$ cat config.mk
export PLATFORM = sky130hd
export DESIGN_NAME = riscv_mem_lsu_flat
export DESIGN_NICKNAME = d
export VERILOG_FILES = /design/src/rtl/riscv_mem_lsu_pkg.sv /design/src/rtl/riscv_mem_lsu_if.sv /design/src/rtl/riscv_lsu_load_align.sv /design/src/rtl/riscv_mem_lsu.sv /design/src/flat_wrapper.sv
export SDC_FILE = /design/constraint.sdc
export NUM_CORES = 1
export LEC_CHECK = 0
export ABC_AREA = 0
export CAP_MARGIN = 20
export CORE_UTILIZATION = 41
export CTS_CLUSTER_SIZE = 16
export DETAILED_ROUTE_END_ITERATION = 10
export GPL_TIMING_DRIVEN = 0
export PLACE_DENSITY_LB_ADDON = 0.25
export RECOVER_POWER = 25
export SETUP_SLACK_MARGIN = 0.05
export SYNTH_ARGS = -nofsm -noshare
export SYNTH_HDL_FRONTEND = slang
export SYNTH_SLANG_ARGS = --single-unit
$ cat constraint.sdc
create_clock -name i_clk -period 2.3 [get_ports i_clk]
set_clock_uncertainty 0.05 [all_clocks]
set_input_delay 0.345 -clock i_clk [delete_from_list [all_inputs] [get_ports i_clk]]
set_output_delay 0.345 -clock i_clk [all_outputs]
set_load 0.02 [all_outputs]
$ cat src/rtl/riscv_mem_lsu_pkg.sv
// Shared LSU definitions: data width, func3 and src_rd encodings, FSM states,
// and the store lane-replication helper.
package riscv_mem_lsu_pkg;

   localparam int XLEN = 32;

   localparam logic [2:0] F3_LB  = 3'b000;
   localparam logic [2:0] F3_LH  = 3'b001;
   localparam logic [2:0] F3_LW  = 3'b010;
   localparam logic [2:0] F3_LBU = 3'b100;
   localparam logic [2:0] F3_LHU = 3'b101;
   localparam logic [2:0] F3_SB  = 3'b000;
   localparam logic [2:0] F3_SH  = 3'b001;
   localparam logic [2:0] F3_SW  = 3'b010;

   localparam logic [1:0] SRC_RD_ALU  = 2'b00;
   localparam logic [1:0] SRC_RD_LOAD = 2'b01;
   localparam logic [1:0] SRC_RD_PC4  = 2'b10;

   typedef enum logic [1:0] {
      ST_IDLE = 2'd0,
      ST_REQ  = 2'd1,
      ST_WAIT = 2'd2,
      ST_DONE = 2'd3
   } lsu_state_e;

   // Replicate the store operand across all lanes so any byte enable finds its data.
   function automatic logic [XLEN-1:0] store_replicate(input logic [2:0]      func3,
                                                       input logic [XLEN-1:0] wd);
      logic [XLEN-1:0] res;
      case (func3)
         F3_SB:   res = {(XLEN/8){wd[7:0]}};
         F3_SH:   res = {(XLEN/16){wd[15:0]}};
         default: res = wd;
      endcase
      return res;
   endfunction

endpackage

$ cat src/rtl/riscv_mem_lsu_if.sv
// Data-memory bus between the LSU (master) and the memory/interconnect (slave).
interface riscv_mem_lsu_if;
   import riscv_mem_lsu_pkg::*;

   logic            o_lsu_dmem_req;
   logic            o_lsu_dmem_we;
   logic [XLEN-1:0] o_lsu_dmem_addr;
   logic [XLEN-1:0] o_lsu_dmem_wdata;
   logic [3:0]      o_lsu_dmem_be;
   logic            i_lsu_dmem_gnt;
   logic            i_lsu_dmem_rvalid;
   logic [XLEN-1:0] i_lsu_dmem_rdata;

   modport master (
      output o_lsu_dmem_req, o_lsu_dmem_we, o_lsu_dmem_addr, o_lsu_dmem_wdata, o_lsu_dmem_be,
      input  i_lsu_dmem_gnt, i_lsu_dmem_rvalid, i_lsu_dmem_rdata
   );

   modport slave (
      input  o_lsu_dmem_req, o_lsu_dmem_we, o_lsu_dmem_addr, o_lsu_dmem_wdata, o_lsu_dmem_be,
      output i_lsu_dmem_gnt, i_lsu_dmem_rvalid, i_lsu_dmem_rdata
   );

endinterface

$ cat src/rtl/riscv_lsu_load_align.sv
// Combinational load path: shift the bus word down to the addressed lane,
// then sign- or zero-extend according to func3.
module riscv_lsu_load_align
   import riscv_mem_lsu_pkg::*;
(
   input  logic [XLEN-1:0] i_rdata,
   input  logic [1:0]      i_offset,
   input  logic [2:0]      i_func3,
   output logic [XLEN-1:0] o_data
);

   logic [XLEN-1:0] shifted;

   assign shifted = i_rdata >> {i_offset, 3'b000};

   always_comb begin
      o_data = '0;
      case (i_func3)
         F3_LB:   o_data = {{(XLEN-8){shifted[7]}}, shifted[7:0]};
         F3_LH:   o_data = {{(XLEN-16){shifted[15]}}, shifted[15:0]};
         F3_LW:   o_data = shifted;
         F3_LBU:  o_data = {{(XLEN-8){1'b0}}, shifted[7:0]};
         F3_LHU:  o_data = {{(XLEN-16){1'b0}}, shifted[15:0]};
         default: o_data = '0;
      endcase
   end

endmodule

$ cat src/rtl/riscv_mem_lsu.sv
// MEM-stage load/store unit: IDLE/REQ/WAIT/DONE handshake FSM with timeout.
// Define RISCV_LSU_MISALIGN_TRAP_EN to trap misaligned half/word accesses.
module riscv_mem_lsu
   import riscv_mem_lsu_pkg::*;
#(
   parameter int   TIMEOUT_CYCLES = 16,
   parameter logic REGISTER_INIT  = 1'b0
) (
   input  logic            i_clk,
   input  logic            i_rstn,
   input  logic [1:0]      i_lsu_src_rd,
   input  logic            i_lsu_mem_wr_en,
   input  logic [3:0]      i_lsu_mem_byte_sel,
   input  logic [XLEN-1:0] i_lsu_alu_result,
   input  logic [XLEN-1:0] i_lsu_write_data,
   input  logic [2:0]      i_lsu_func3,
   riscv_mem_lsu_if.master dmem,
   output logic            o_lsu_stall,
   output logic [XLEN-1:0] o_lsu_rd_data,
   output logic            o_lsu_done,
   output logic            o_lsu_err,
   output logic            o_lsu_misalign
);

   localparam logic [15:0] TIMEOUT_LIMIT = 16'(TIMEOUT_CYCLES);

   lsu_state_e      state_reg;
   logic [15:0]     cnt_reg;
   logic [1:0]      off_reg;
   logic [2:0]      func3_reg;
   logic            is_load_reg;
   logic            req_reg;
   logic            we_reg;
   logic [XLEN-1:0] addr_reg;
   logic [XLEN-1:0] wdata_reg;
   logic [3:0]      be_reg;
   logic [XLEN-1:0] rd_data_reg;
   logic            done_reg;
   logic            err_reg;

   logic            access;
   logic            misaligned;
   logic            timeout;
   logic [15:0]     cnt_next;
   logic [3:0]      be_next;
   logic [XLEN-1:0] load_data;

   assign access   = (i_lsu_src_rd == SRC_RD_LOAD) || i_lsu_mem_wr_en;
   assign cnt_next = cnt_reg + 16'd1;
   assign timeout  = (cnt_next >= TIMEOUT_LIMIT);
   assign be_next  = i_lsu_mem_byte_sel << i_lsu_alu_result[1:0];

   // Stall must rise in the very cycle the access appears, before the FSM leaves IDLE.
   assign o_lsu_stall = (state_reg == ST_REQ) || (state_reg == ST_WAIT) ||
                        ((state_reg == ST_IDLE) && access);

`ifdef RISCV_LSU_MISALIGN_TRAP_EN
   logic misalign_reg;

   assign misaligned = ((i_lsu_mem_byte_sel == 4'b0011) && i_lsu_alu_result[0]) ||
                       ((i_lsu_mem_byte_sel == 4'b1111) && (i_lsu_alu_result[1:0] != 2'b00));

   always_ff @(posedge i_clk or negedge i_rstn) begin
      if (!i_rstn) misalign_reg <= REGISTER_INIT;
      else         misalign_reg <= (state_reg == ST_IDLE) && access && misaligned;
   end

   assign o_lsu_misalign = misalign_reg;
`else
   assign misaligned     = 1'b0;
   assign o_lsu_misalign = 1'b0;
`endif

   riscv_lsu_load_align u_load_align (
      .i_rdata  (dmem.i_lsu_dmem_rdata),
      .i_offset (off_reg),
      .i_func3  (func3_reg),
      .o_data   (load_data)
   );

   always_ff @(posedge i_clk or negedge i_rstn) begin
      if (!i_rstn) begin
         state_reg   <= ST_IDLE;
         cnt_reg     <= '0;
         off_reg     <= '0;
         func3_reg   <= '0;
         is_load_reg <= 1'b0;
         // The bus request must never be left asserted by reset, whatever REGISTER_INIT is.
         req_reg     <= 1'b0;
         we_reg      <= 1'b0;
         addr_reg    <= {XLEN{REGISTER_INIT}};
         wdata_reg   <= {XLEN{REGISTER_INIT}};
         be_reg      <= {4{REGISTER_INIT}};
         rd_data_reg <= {XLEN{REGISTER_INIT}};
         done_reg    <= REGISTER_INIT;
         err_reg     <= REGISTER_INIT;
      end else begin
         done_reg <= 1'b0;
         err_reg  <= 1'b0;
         case (state_reg)
            ST_IDLE: begin
               if (access) begin
                  off_reg     <= i_lsu_alu_result[1:0];
                  func3_reg   <= i_lsu_func3;
                  is_load_reg <= !i_lsu_mem_wr_en;
                  if (misaligned) begin
                     rd_data_reg <= '0;
                     done_reg    <= 1'b1;
                     state_reg   <= ST_DONE;
                  end else begin
                     req_reg   <= 1'b1;
                     we_reg    <= i_lsu_mem_wr_en;
                     addr_reg  <= {i_lsu_alu_result[XLEN-1:2], 2'b00};
                     wdata_reg <= store_replicate(i_lsu_func3, i_lsu_write_data);
                     be_reg    <= be_next;
                     cnt_reg   <= '0;
                     state_reg <= ST_REQ;
                  end
               end
            end
            ST_REQ: begin
               cnt_reg <= cnt_next;
               if (dmem.i_lsu_dmem_gnt) begin
                  req_reg <= 1'b0;
                  we_reg  <= 1'b0;
                  if (is_load_reg) begin
                     state_reg <= ST_WAIT;
                  end else begin
                     done_reg  <= 1'b1;
                     state_reg <= ST_DONE;
                  end
               end else if (timeout) begin
                  req_reg     <= 1'b0;
                  we_reg      <= 1'b0;
                  rd_data_reg <= '0;
                  err_reg     <= 1'b1;
                  done_reg    <= 1'b1;
                  state_reg   <= ST_DONE;
               end
            end
            ST_WAIT: begin
               cnt_reg <= cnt_next;
               if (dmem.i_lsu_dmem_rvalid) begin
                  rd_data_reg <= load_data;
                  done_reg    <= 1'b1;
                  state_reg   <= ST_DONE;
               end else if (timeout) begin
                  rd_data_reg <= '0;
                  err_reg     <= 1'b1;
                  done_reg    <= 1'b1;
                  state_reg   <= ST_DONE;
               end
            end
            ST_DONE: begin
               state_reg <= ST_IDLE;
            end
            default: begin
               state_reg <= ST_IDLE;
            end
         endcase
      end
   end

   assign dmem.o_lsu_dmem_req   = req_reg;
   assign dmem.o_lsu_dmem_we    = we_reg;
   assign dmem.o_lsu_dmem_addr  = addr_reg;
   assign dmem.o_lsu_dmem_wdata = wdata_reg;
   assign dmem.o_lsu_dmem_be    = be_reg;
   assign o_lsu_rd_data         = rd_data_reg;
   assign o_lsu_done            = done_reg;
   assign o_lsu_err             = err_reg;

endmodule
$ cat src/flat_wrapper.sv
// flat-port wrapper written by rule: the top's interface ports become plain ports
module riscv_mem_lsu_flat import riscv_mem_lsu_pkg::*;
#(
   parameter int   TIMEOUT_CYCLES = 16,
   parameter logic REGISTER_INIT  = 1'b0
)
  (i_clk, i_rstn, i_lsu_src_rd, i_lsu_mem_wr_en, i_lsu_mem_byte_sel, i_lsu_alu_result, i_lsu_write_data, i_lsu_func3, o_lsu_stall, o_lsu_rd_data, o_lsu_done, o_lsu_err, o_lsu_misalign, dmem_o_lsu_dmem_req, dmem_o_lsu_dmem_we, dmem_o_lsu_dmem_addr, dmem_o_lsu_dmem_wdata, dmem_o_lsu_dmem_be, dmem_i_lsu_dmem_gnt, dmem_i_lsu_dmem_rvalid, dmem_i_lsu_dmem_rdata);
  riscv_mem_lsu_if dmem_i ();
  input  logic i_clk;
  input  logic i_rstn;
  input  logic [1:0] i_lsu_src_rd;
  input  logic i_lsu_mem_wr_en;
  input  logic [3:0] i_lsu_mem_byte_sel;
  input  logic [XLEN-1:0] i_lsu_alu_result;
  input  logic [XLEN-1:0] i_lsu_write_data;
  input  logic [2:0] i_lsu_func3;
  output logic o_lsu_stall;
  output logic [XLEN-1:0] o_lsu_rd_data;
  output logic o_lsu_done;
  output logic o_lsu_err;
  output logic o_lsu_misalign;
  output wire logic [$bits(dmem_i.o_lsu_dmem_req)-1:0] dmem_o_lsu_dmem_req;
  output wire logic [$bits(dmem_i.o_lsu_dmem_we)-1:0] dmem_o_lsu_dmem_we;
  output wire logic [$bits(dmem_i.o_lsu_dmem_addr)-1:0] dmem_o_lsu_dmem_addr;
  output wire logic [$bits(dmem_i.o_lsu_dmem_wdata)-1:0] dmem_o_lsu_dmem_wdata;
  output wire logic [$bits(dmem_i.o_lsu_dmem_be)-1:0] dmem_o_lsu_dmem_be;
  input wire logic [$bits(dmem_i.i_lsu_dmem_gnt)-1:0] dmem_i_lsu_dmem_gnt;
  input wire logic [$bits(dmem_i.i_lsu_dmem_rvalid)-1:0] dmem_i_lsu_dmem_rvalid;
  input wire logic [$bits(dmem_i.i_lsu_dmem_rdata)-1:0] dmem_i_lsu_dmem_rdata;
  assign dmem_o_lsu_dmem_req = dmem_i.o_lsu_dmem_req;
  assign dmem_o_lsu_dmem_we = dmem_i.o_lsu_dmem_we;
  assign dmem_o_lsu_dmem_addr = dmem_i.o_lsu_dmem_addr;
  assign dmem_o_lsu_dmem_wdata = dmem_i.o_lsu_dmem_wdata;
  assign dmem_o_lsu_dmem_be = dmem_i.o_lsu_dmem_be;
  assign dmem_i.i_lsu_dmem_gnt = dmem_i_lsu_dmem_gnt;
  assign dmem_i.i_lsu_dmem_rvalid = dmem_i_lsu_dmem_rvalid;
  assign dmem_i.i_lsu_dmem_rdata = dmem_i_lsu_dmem_rdata;
  riscv_mem_lsu #(.TIMEOUT_CYCLES(TIMEOUT_CYCLES), .REGISTER_INIT(REGISTER_INIT)) u_core (.i_clk(i_clk), .i_rstn(i_rstn), .i_lsu_src_rd(i_lsu_src_rd), .i_lsu_mem_wr_en(i_lsu_mem_wr_en), .i_lsu_mem_byte_sel(i_lsu_mem_byte_sel), .i_lsu_alu_result(i_lsu_alu_result), .i_lsu_write_data(i_lsu_write_data), .i_lsu_func3(i_lsu_func3), .dmem(dmem_i), .o_lsu_stall(o_lsu_stall), .o_lsu_rd_data(o_lsu_rd_data), .o_lsu_done(o_lsu_done), .o_lsu_err(o_lsu_err), .o_lsu_misalign(o_lsu_misalign));
endmodule
Yosys cells after proc, flatten, opt, wreduce, memory -nomap -nowiden
Index checks and enable logic that the tools add are counted.

Logic and storage cells: 73. Bits in registers: 126. Input bits: 110. Output and inout bits: 106.

Muxes and demuxes: 28. Equality and inequality tests: 12. Magnitude comparators: 1. Reductions and logical operators: 16. Shift-type cells: 2. Add/subtract/negate cells: 1.

Operators with widths (number): one-hot mux 32 bit (5 select lines) (1); one-hot mux 32 bit (2 select lines) (2); two-way mux 32 bit (3); one-hot mux 16 bit (2 select lines) (1); right shift 32 x 5 -> 32 bit (1); adder 16 x 1 -> 16 bit (second input constant) (1); greater-or-equal comparator 16 x 5 -> 1 bit (second input constant) (1); two-way mux 16 bit (1); two-way mux 1 bit (11); two-way mux 2 bit (4); one-hot mux 1 bit (2 select lines) (4); one-hot mux 2 bit (4 select lines) (1); == test 3 x 1 -> 1 bit (second input constant) (2); == test 3 bit (second input constant) (2); zero test 3 bit (2); AND reduction 2 bit (3); nonzero test 2 bit (3); == test 2 x 1 -> 1 bit (second input constant) (2); == test 2 bit (second input constant) (2); << shifter 4 x 2 -> 4 bit (1); == test 3 x 2 -> 1 bit (second input constant) (1); logical OR 1 bit (3); inequality test 3 x 2 -> 1 bit (second input constant) (1); AND reduction 3 bit (1); 6 further kinds (6).

Depth between registers and ports, before layout
Depth after elaboration: 5. Depth in mapped cells: 10. Depth with buffers taken out: 7.

Modules after synthesis
A second synthesis with hierarchy kept.

Cell total of the unflattened synthesis: 592. Area, all modules: 6476.2 um^2.

By module, submodules not included: riscv_mem_lsu (area each 5672.9 um^2, sequential area each 3153.0 um^2, cells an instance 483, times used 1); riscv_lsu_load_align (area each 803.3 um^2, sequential area each 0.0 um^2, cells an instance 109, times used 1).

Worst setup path after synthesis
No wires, ideal clock.

Path kind: register to register. Start point: reg u_core.cnt_reg[0]. End point: reg u_core.state_reg[0]. Arrival time: 2132 ps. Library setup time: 126 ps. Cell stages (with the launch flop): 8. Slack: -9 ps. Clock period less this slack: 2309 ps. Required time: 2124 ps. Path buffers: 0. Cells stage by stage: dfrtp_1 > ha_1 > and3_2 > or2_2 > a211oi_1 > o221a_2 > a41oi_1 > o32a_1.

Longest elaborated chain between the ends: 5. Elaborated cells between the ends (all ways): 6. Those cells by class: 1 x add/sub; 1 x order compare; 4 x mux.

Ends and longest elaborated chain: from (decl) (RTL line riscv_mem_lsu.sv:28) `logic [15:0] cnt_reg;`; from (signal assigned) (RTL line riscv_mem_lsu.sv:122) `cnt_reg <= cnt_next;`; from (signal assigned) (RTL line riscv_mem_lsu.sv:142) `cnt_reg <= cnt_next;`; adder 16 x 1 -> 16 bit (*) (RTL line riscv_mem_lsu.sv:49) `assign cnt_next = cnt_reg + 16'd1;`; greater-or-equal comparator 16 x 5 -> 1 bit (*) (RTL line riscv_mem_lsu.sv:50) `assign timeout = (cnt_next >= TIMEOUT_LIMIT);`; two-way mux 2 bit (*); two-way mux 2 bit, on equally long branches; one-hot mux 2 bit (4 select lines) (*); to (signal assigned) (RTL line riscv_mem_lsu.sv:83) `state_reg <= ST_IDLE;`; to (signal assigned) (RTL line riscv_mem_lsu.sv:109) `state_reg <= ST_DONE;`; to (signal assigned) (RTL line riscv_mem_lsu.sv:117) `state_reg <= ST_REQ;`; to (decl) (RTL line riscv_mem_lsu.sv:27) `lsu_state_e state_reg;`.

Mark *: on every way between the ends. The rest lies on a longest branch, timed or not. A chain may end at the register's enable or synchronous reset.

Worst setup path in the final report
Start point: reg u_core.cnt_reg[0]. End point: reg u_core.rd_data_reg[3], in the netlist u_core.o_lsu_rd_data[3].

Longest elaborated chain between the ends: 5. Elaborated cells between the ends (all ways): 6. Those cells by class: 1 x add/sub; 1 x order compare; 4 x mux.

Ends and longest elaborated chain: adder 16 x 1 -> 16 bit (*) (RTL line riscv_mem_lsu.sv:49); greater-or-equal comparator 16 x 5 -> 1 bit (*) (RTL line riscv_mem_lsu.sv:50); two-way mux 32 bit (*); two-way mux 32 bit, on equally long branches; one-hot mux 32 bit (2 select lines) (*); to (signal assigned) (RTL line riscv_mem_lsu.sv:94) `rd_data_reg <= {XLEN{REGISTER_INIT}};`; to (signal assigned) (RTL line riscv_mem_lsu.sv:144) `rd_data_reg <= load_data;`; to (decl) (RTL line riscv_mem_lsu.sv:37) `logic [XLEN-1:0] rd_data_reg;`.

Mark *: on every way between the ends. The rest lies on a longest branch, timed or not. The select of a mux whose other input is x is not followed.

==> run_summary.xml <==
<?xml version="1.0" encoding="UTF-8"?>
<metrics>
  <group name="global_route">
    <metric name="gr-usage-all-layers" unit="">0.243</metric>
    <metric name="first_pass_grt_wire_length" unit="mm">30.8</metric>
    <metric name="grt_overflow" unit="">0</metric>
    <metric name="via_count_of_the_first_global_routing_pass" unit="">6000</metric>
    <metric name="grt_antenna_before_repair" unit="">0</metric>
    <metric name="grt_start_max_net_pins" unit="">76</metric>
  </group>
  <group name="yosys">
    <metric name="synth-edff-count" unit="">0</metric>
    <metric name="netlist_area" unit="um2">6600</metric>
    <metric name="synthesized_netlist_cell_count" unit="">666</metric>
    <metric name="yosys.area.top_type_share" unit="">0.478</metric>
    <metric name="synthDominantAreaCellType" unit="">sky130_fd_sc_hd__dfrtp_1</metric>
    <metric name="yosysUniqueCellTypes" unit="">59</metric>
    <metric name="synth.avg_cell_area" unit="um2">9.91</metric>
    <metric name="yosysWarningCount" unit="">0</metric>
    <metric name="postSynth.topFlopCell" unit="">sky130_fd_sc_hd__dfrtp_1</metric>
    <metric name="synth_seq_area_share" unit="">0.478</metric>
    <metric name="ys_ff_latch" unit="">126</metric>
    <metric name="ys_top_cells_by_area" unit="">sky130_fd_sc_hd__dfrtp_1 (48%), sky130_fd_sc_hd__mux2_2 (8.4%), sky130_fd_sc_hd__mux2i_1 (6.7%)</metric>
    <metric name="async_flop_share" unit="">1.00</metric>
  </group>
  <group name="clock_network">
    <metric name="max-clock-path-buffers" unit="">2</metric>
    <metric name="h_tree_lvl_count" unit="">4</metric>
    <metric name="tritoncts.num_buffers" unit="">17</metric>
    <metric name="tritoncts_num_sinks" unit="">126</metric>
    <metric name="worst_skew_pair.late_latency" unit="ns">0.43</metric>
    <metric name="cts_tree" unit="">built</metric>
    <metric name="clkSlewWorstSetupHoldPaths" unit="ns">0.06</metric>
    <metric name="clock_tree.root_cell" unit="">sky130_fd_sc_hd__clkbuf_16</metric>
  </group>
  <group name="power_and_ir_drop">
    <metric name="sequential_power_share" unit="">0.283</metric>
    <metric name="p_leak" unit="nW">4.07</metric>
    <metric name="power.share.switching" unit="">0.393</metric>
    <metric name="p_int" unit="mW">8.06</metric>
    <metric name="power" unit="mW">13.3</metric>
    <metric name="p_switching" unit="mW">5.22</metric>
    <metric name="power_frac_comb" unit="">0.516</metric>
    <metric name="irDropWorstVdd" unit="mV">0.661</metric>
    <metric name="power.share.clock" unit="">0.201</metric>
    <metric name="pwr_density_cell" unit="nW/um2">1320</metric>
  </group>
  <group name="setup_path">
    <metric name="critical_path.max_stage_delay" unit="ns">0.42</metric>
    <metric name="cp.buffers_inverters" unit="">2</metric>
    <metric name="cp-start-kind" unit="">flip-flop</metric>
    <metric name="rrSetupSlack" unit="ns">-0.06</metric>
    <metric name="path_max_fanout" unit="">7</metric>
    <metric name="worstPathCellList" unit="">ha_4 &gt; and4_4 &gt; nor4b_4 &gt; mux2i_1 &gt; or2_4 &gt; a41oi_4 &gt; buf_12 &gt; buf_8 &gt; a41oi_2</metric>
    <metric name="reg2reg_to" unit="">u_core.o_lsu_rd_data[3]</metric>
    <metric name="critical_path.reg2reg.startpoint" unit="">u_core.cnt_reg[0]</metric>
    <metric name="critical-path-top-delay-family" unit="">simple AND/OR/NAND/NOR gates</metric>
    <metric name="critical_path.endpoint_type" unit="">flip-flop</metric>
    <metric name="worst-setup-path-type" unit="">reg -&gt; reg</metric>
    <metric name="cp_data_required_time" unit="ns">2.54</metric>
    <metric name="worst-path-stages" unit="">9</metric>
    <metric name="rr_worst_depth" unit="">9</metric>
    <metric name="timing.critical_path.arrival" unit="ns">2.60</metric>
    <metric name="critical-path-slowest-cell" unit="">sky130_fd_sc_hd__dfrtp_2</metric>
  </group>
  <group name="sta">
    <metric name="fmax" unit="MHz">424</metric>
    <metric name="maxSlewHeadroom" unit="">0.111</metric>
    <metric name="final.period_utilization" unit="">1.03</metric>
    <metric name="slew_at_the_pin_closest_to_its_max_slew_limit" unit="ns">1.33</metric>
    <metric name="maxSlewViolCount" unit="">0</metric>
    <metric name="final.min_clock_period" unit="ns">2.36</metric>
    <metric name="unrepaired_setup_endpoints_after_global_routing" unit="">yes</metric>
    <metric name="holdWs" unit="ns">0.311</metric>
    <metric name="final_hold_viol_count" unit="">0</metric>
    <metric name="report.final.setup_viol" unit="">30</metric>
    <metric name="timing.final.ws_setup" unit="ns">-0.0592</metric>
  </group>
  <group name="drt">
    <metric name="route.vias.total" unit="">6138</metric>
    <metric name="drt_pass1_iterations" unit="">5</metric>
    <metric name="routed_wirelength_normalized_by_instance_count" unit="um">17.1</metric>
    <metric name="drc" unit="">0</metric>
    <metric name="route.antenna.remaining_nets" unit="">0</metric>
    <metric name="route.final.wire_length" unit="mm">19.6</metric>
    <metric name="initialDrtViolationCount" unit="">383</metric>
    <metric name="viasPerCell" unit="">5.36</metric>
  </group>
  <group name="finish">
    <metric name="area_growth" unit="%">52.3</metric>
    <metric name="n_antenna_cell" unit="">0</metric>
    <metric name="multi_input_area" unit="um2">3430</metric>
    <metric name="num-nets-final" unit="">1031</metric>
    <metric name="post_route_cells_drive_above_1_share" unit="">0.201</metric>
    <metric name="fillers" unit="">1348</metric>
    <metric name="area_used_by_sequential_logic_in_the_layout" unit="um2">3150</metric>
  </group>
  <group name="place">
    <metric name="dp.final_hpwl" unit="mm">14.0</metric>
    <metric name="io_buffers" unit="">210</metric>
    <metric name="gp_congestion" unit="">0.851</metric>
  </group>
  <group name="floorplan">
    <metric name="placeableCoreArea" unit="um2">15800</metric>
    <metric name="die-area" unit="um2">16600</metric>
    <metric name="die_width" unit="um">129</metric>
    <metric name="floorplan.io_pins" unit="">216</metric>
    <metric name="starting_density_of_the_core" unit="">0.418</metric>
    <metric name="chipHeight" unit="um">129</metric>
    <metric name="placementRows" unit="">46</metric>
  </group>
  <group name="status">
    <metric name="violations" unit="">setup timing</metric>
    <metric name="outcome" unit="">finished with violations</metric>
  </group>
  <group name="worst_hold_path">
    <metric name="worst_hold_path_type" unit="">in -&gt; reg</metric>
    <metric name="holdCritStartpoint" unit="">i_lsu_alu_result[0]</metric>
    <metric name="min_delay_path_depth" unit="">2</metric>
    <metric name="hold_path_end" unit="">u_core.dmem.o_lsu_dmem_be[0]</metric>
  </group>
  <group name="flow_run">
    <metric name="max-cap-violations" unit="">0</metric>
  </group>
</metrics>
==> stage by stage <==
stage	worst slack (ns)	utilization	cell area [um2]	setup TNS, ns	std cells
3_3_place_gp	-4.45	0.570	8980	-601.34	1094
3_5_place_dp	-0.999	0.571	9010	-46.78	1095
4_1_cts	-0.0415	0.626	9870	-0.766	1138
2_1_floorplan	0.0294	-	6610	0	668
6_report	-0.0592	0.637	10000	-0.937	1145
5_1_grt	-0.119	0.637	10000	-6.68	1145
==> synth_stat cells (2+ instances only) <==
| master | instances |
|---|---|
| sky130_fd_sc_hd__nand2b_1 | 5 |
| sky130_fd_sc_hd__o2bb2ai_1 | 6 |
| sky130_fd_sc_hd__buf_4 | 4 |
| sky130_fd_sc_hd__ha_1 | 4 |
| sky130_fd_sc_hd__buf_2 | 7 |
| sky130_fd_sc_hd__dfrtp_1 | 126 |
| sky130_fd_sc_hd__a21oi_1 | 32 |
| sky130_fd_sc_hd__a41oi_1 | 8 |
| sky130_fd_sc_hd__o21ai_0 | 56 |
| sky130_fd_sc_hd__nand4_1 | 9 |
| sky130_fd_sc_hd__or2_2 | 9 |
| sky130_fd_sc_hd__clkbuf_1 | 31 |
| sky130_fd_sc_hd__buf_1 | 2 |
| sky130_fd_sc_hd__clkbuf_2 | 2 |
| sky130_fd_sc_hd__nor3_1 | 6 |
| sky130_fd_sc_hd__o31ai_1 | 5 |
| sky130_fd_sc_hd__a211oi_1 | 9 |
| sky130_fd_sc_hd__nand3_1 | 8 |
| sky130_fd_sc_hd__nor2_1 | 67 |
| sky130_fd_sc_hd__nor2b_1 | 20 |
| sky130_fd_sc_hd__a22o_1 | 2 |
| sky130_fd_sc_hd__nand2_1 | 69 |
| sky130_fd_sc_hd__mux2_2 | 49 |
| sky130_fd_sc_hd__o221a_2 | 2 |
| sky130_fd_sc_hd__a211o_1 | 7 |
| sky130_fd_sc_hd__and3_1 | 2 |
| sky130_fd_sc_hd__o22ai_1 | 2 |
| sky130_fd_sc_hd__o211ai_1 | 2 |
| sky130_fd_sc_hd__buf_6 | 3 |
| sky130_fd_sc_hd__a31oi_1 | 29 |
| sky130_fd_sc_hd__inv_1 | 9 |
| sky130_fd_sc_hd__or2_4 | 2 |
| sky130_fd_sc_hd__mux2i_1 | 44 |
| sky130_fd_sc_hd__o41ai_1 | 3 |
==> layout make-up <==
class                   count  share of cell area
well taps                 216              0.0269
multi-input cells         484               0.342
plain buffers              47              0.0285
inverters                   9             0.00336
flip-flops and latches    126               0.314
repair buffers            232               0.228
clock buffers              18              0.0437
clock inverters            13              0.0142
==> layer usage <==
metal  track usage  vias to the layer above  routed length [um]
li1              -                     2898                   -
met1         0.295                     2937                8300
met2         0.389                      269                9170
met3        0.0940                       34                1790
met4        0.0907                        0                 340
met5             0                        -                   0
==> cell families (layout without fill, tap and decap cells) <==
kind of cell             Yosys count  in the layout  synth area share
buffers and inverters             58            319            0.0404
XOR/XNOR                           1              1           0.00133
other                              1              3          0.000568
adder cells (fa/ha/maj)            4              4           0.00758
AND/OR/NAND/NOR                  209            209             0.151
AO/OA/AOI/OAI                    173            173             0.168
flip-flops                       126            126             0.478
multiplexers                      94             94             0.154
==> how the worst max path moves through the flow <==
stage	from	end	slack, ns
detailed placement	i_lsu_src_rd[0]	o_lsu_stall	-1.0
CTS	u_core.cnt_reg[0]	u_core.o_lsu_rd_data[31]	-0.04
finish	u_core.cnt_reg[0]	u_core.o_lsu_rd_data[3]	-0.06
floorplan	u_core.cnt_reg[0]	u_core.o_lsu_rd_data[2]	0.03
global placement	i_rstn	u_core.dmem.o_lsu_dmem_addr[11]	-4.45
global route	u_core.cnt_reg[0]	u_core.o_lsu_rd_data[3]	-0.12
==> what timing repair did <==
action,4_1_cts,5_1_grt
setup buffers,11,7
resized for setup,47,38
endpoints found under the setup margin,120,48
hold endpoints to repair,51,0
gates cloned,2,0
hold buffers,1,0
pin swaps,14,10
==> placed cells by master (no fill, tap or decap), types with 6 or more instances in the layout <==
cell type / instances
sky130_fd_sc_hd__nor2_1: 62
sky130_fd_sc_hd__a31oi_1: 22
sky130_fd_sc_hd__nand4_1: 9
sky130_fd_sc_hd__mux2i_1: 44
sky130_fd_sc_hd__o21ai_0: 54
sky130_fd_sc_hd__clkdlybuf4s50_1: 208
sky130_fd_sc_hd__clkbuf_1: 20
sky130_fd_sc_hd__o2bb2ai_1: 6
sky130_fd_sc_hd__clkbuf_16: 17
sky130_fd_sc_hd__nand3_1: 7
sky130_fd_sc_hd__a211o_1: 7
sky130_fd_sc_hd__dfrtp_1: 125
sky130_fd_sc_hd__inv_1: 7
sky130_fd_sc_hd__buf_4: 25
sky130_fd_sc_hd__a21oi_1: 30
sky130_fd_sc_hd__nor2b_1: 20
sky130_fd_sc_hd__a211oi_1: 8
sky130_fd_sc_hd__mux2_2: 48
sky130_fd_sc_hd__clkbuf_2: 7
sky130_fd_sc_hd__nand2_1: 65
sky130_fd_sc_hd__or2_2: 8
==> power by group through the flow <==
| stage | Clock [mW] | Sequential [mW] | Combinational [mW] |
|---|---|---|---|
| 2_1_floorplan | 0 | 4.75 | 2.60 |
| 3_3_place_gp | 0 | 3.75 | 6.32 |
| 3_5_place_dp | 0 | 3.77 | 6.38 |
| 4_1_cts | 2.71 | 3.75 | 6.67 |
| 5_1_grt | 2.80 | 3.88 | 7.37 |
| 6_report | 2.67 | 3.76 | 6.86 |
(Power assumes the default switching activity.)
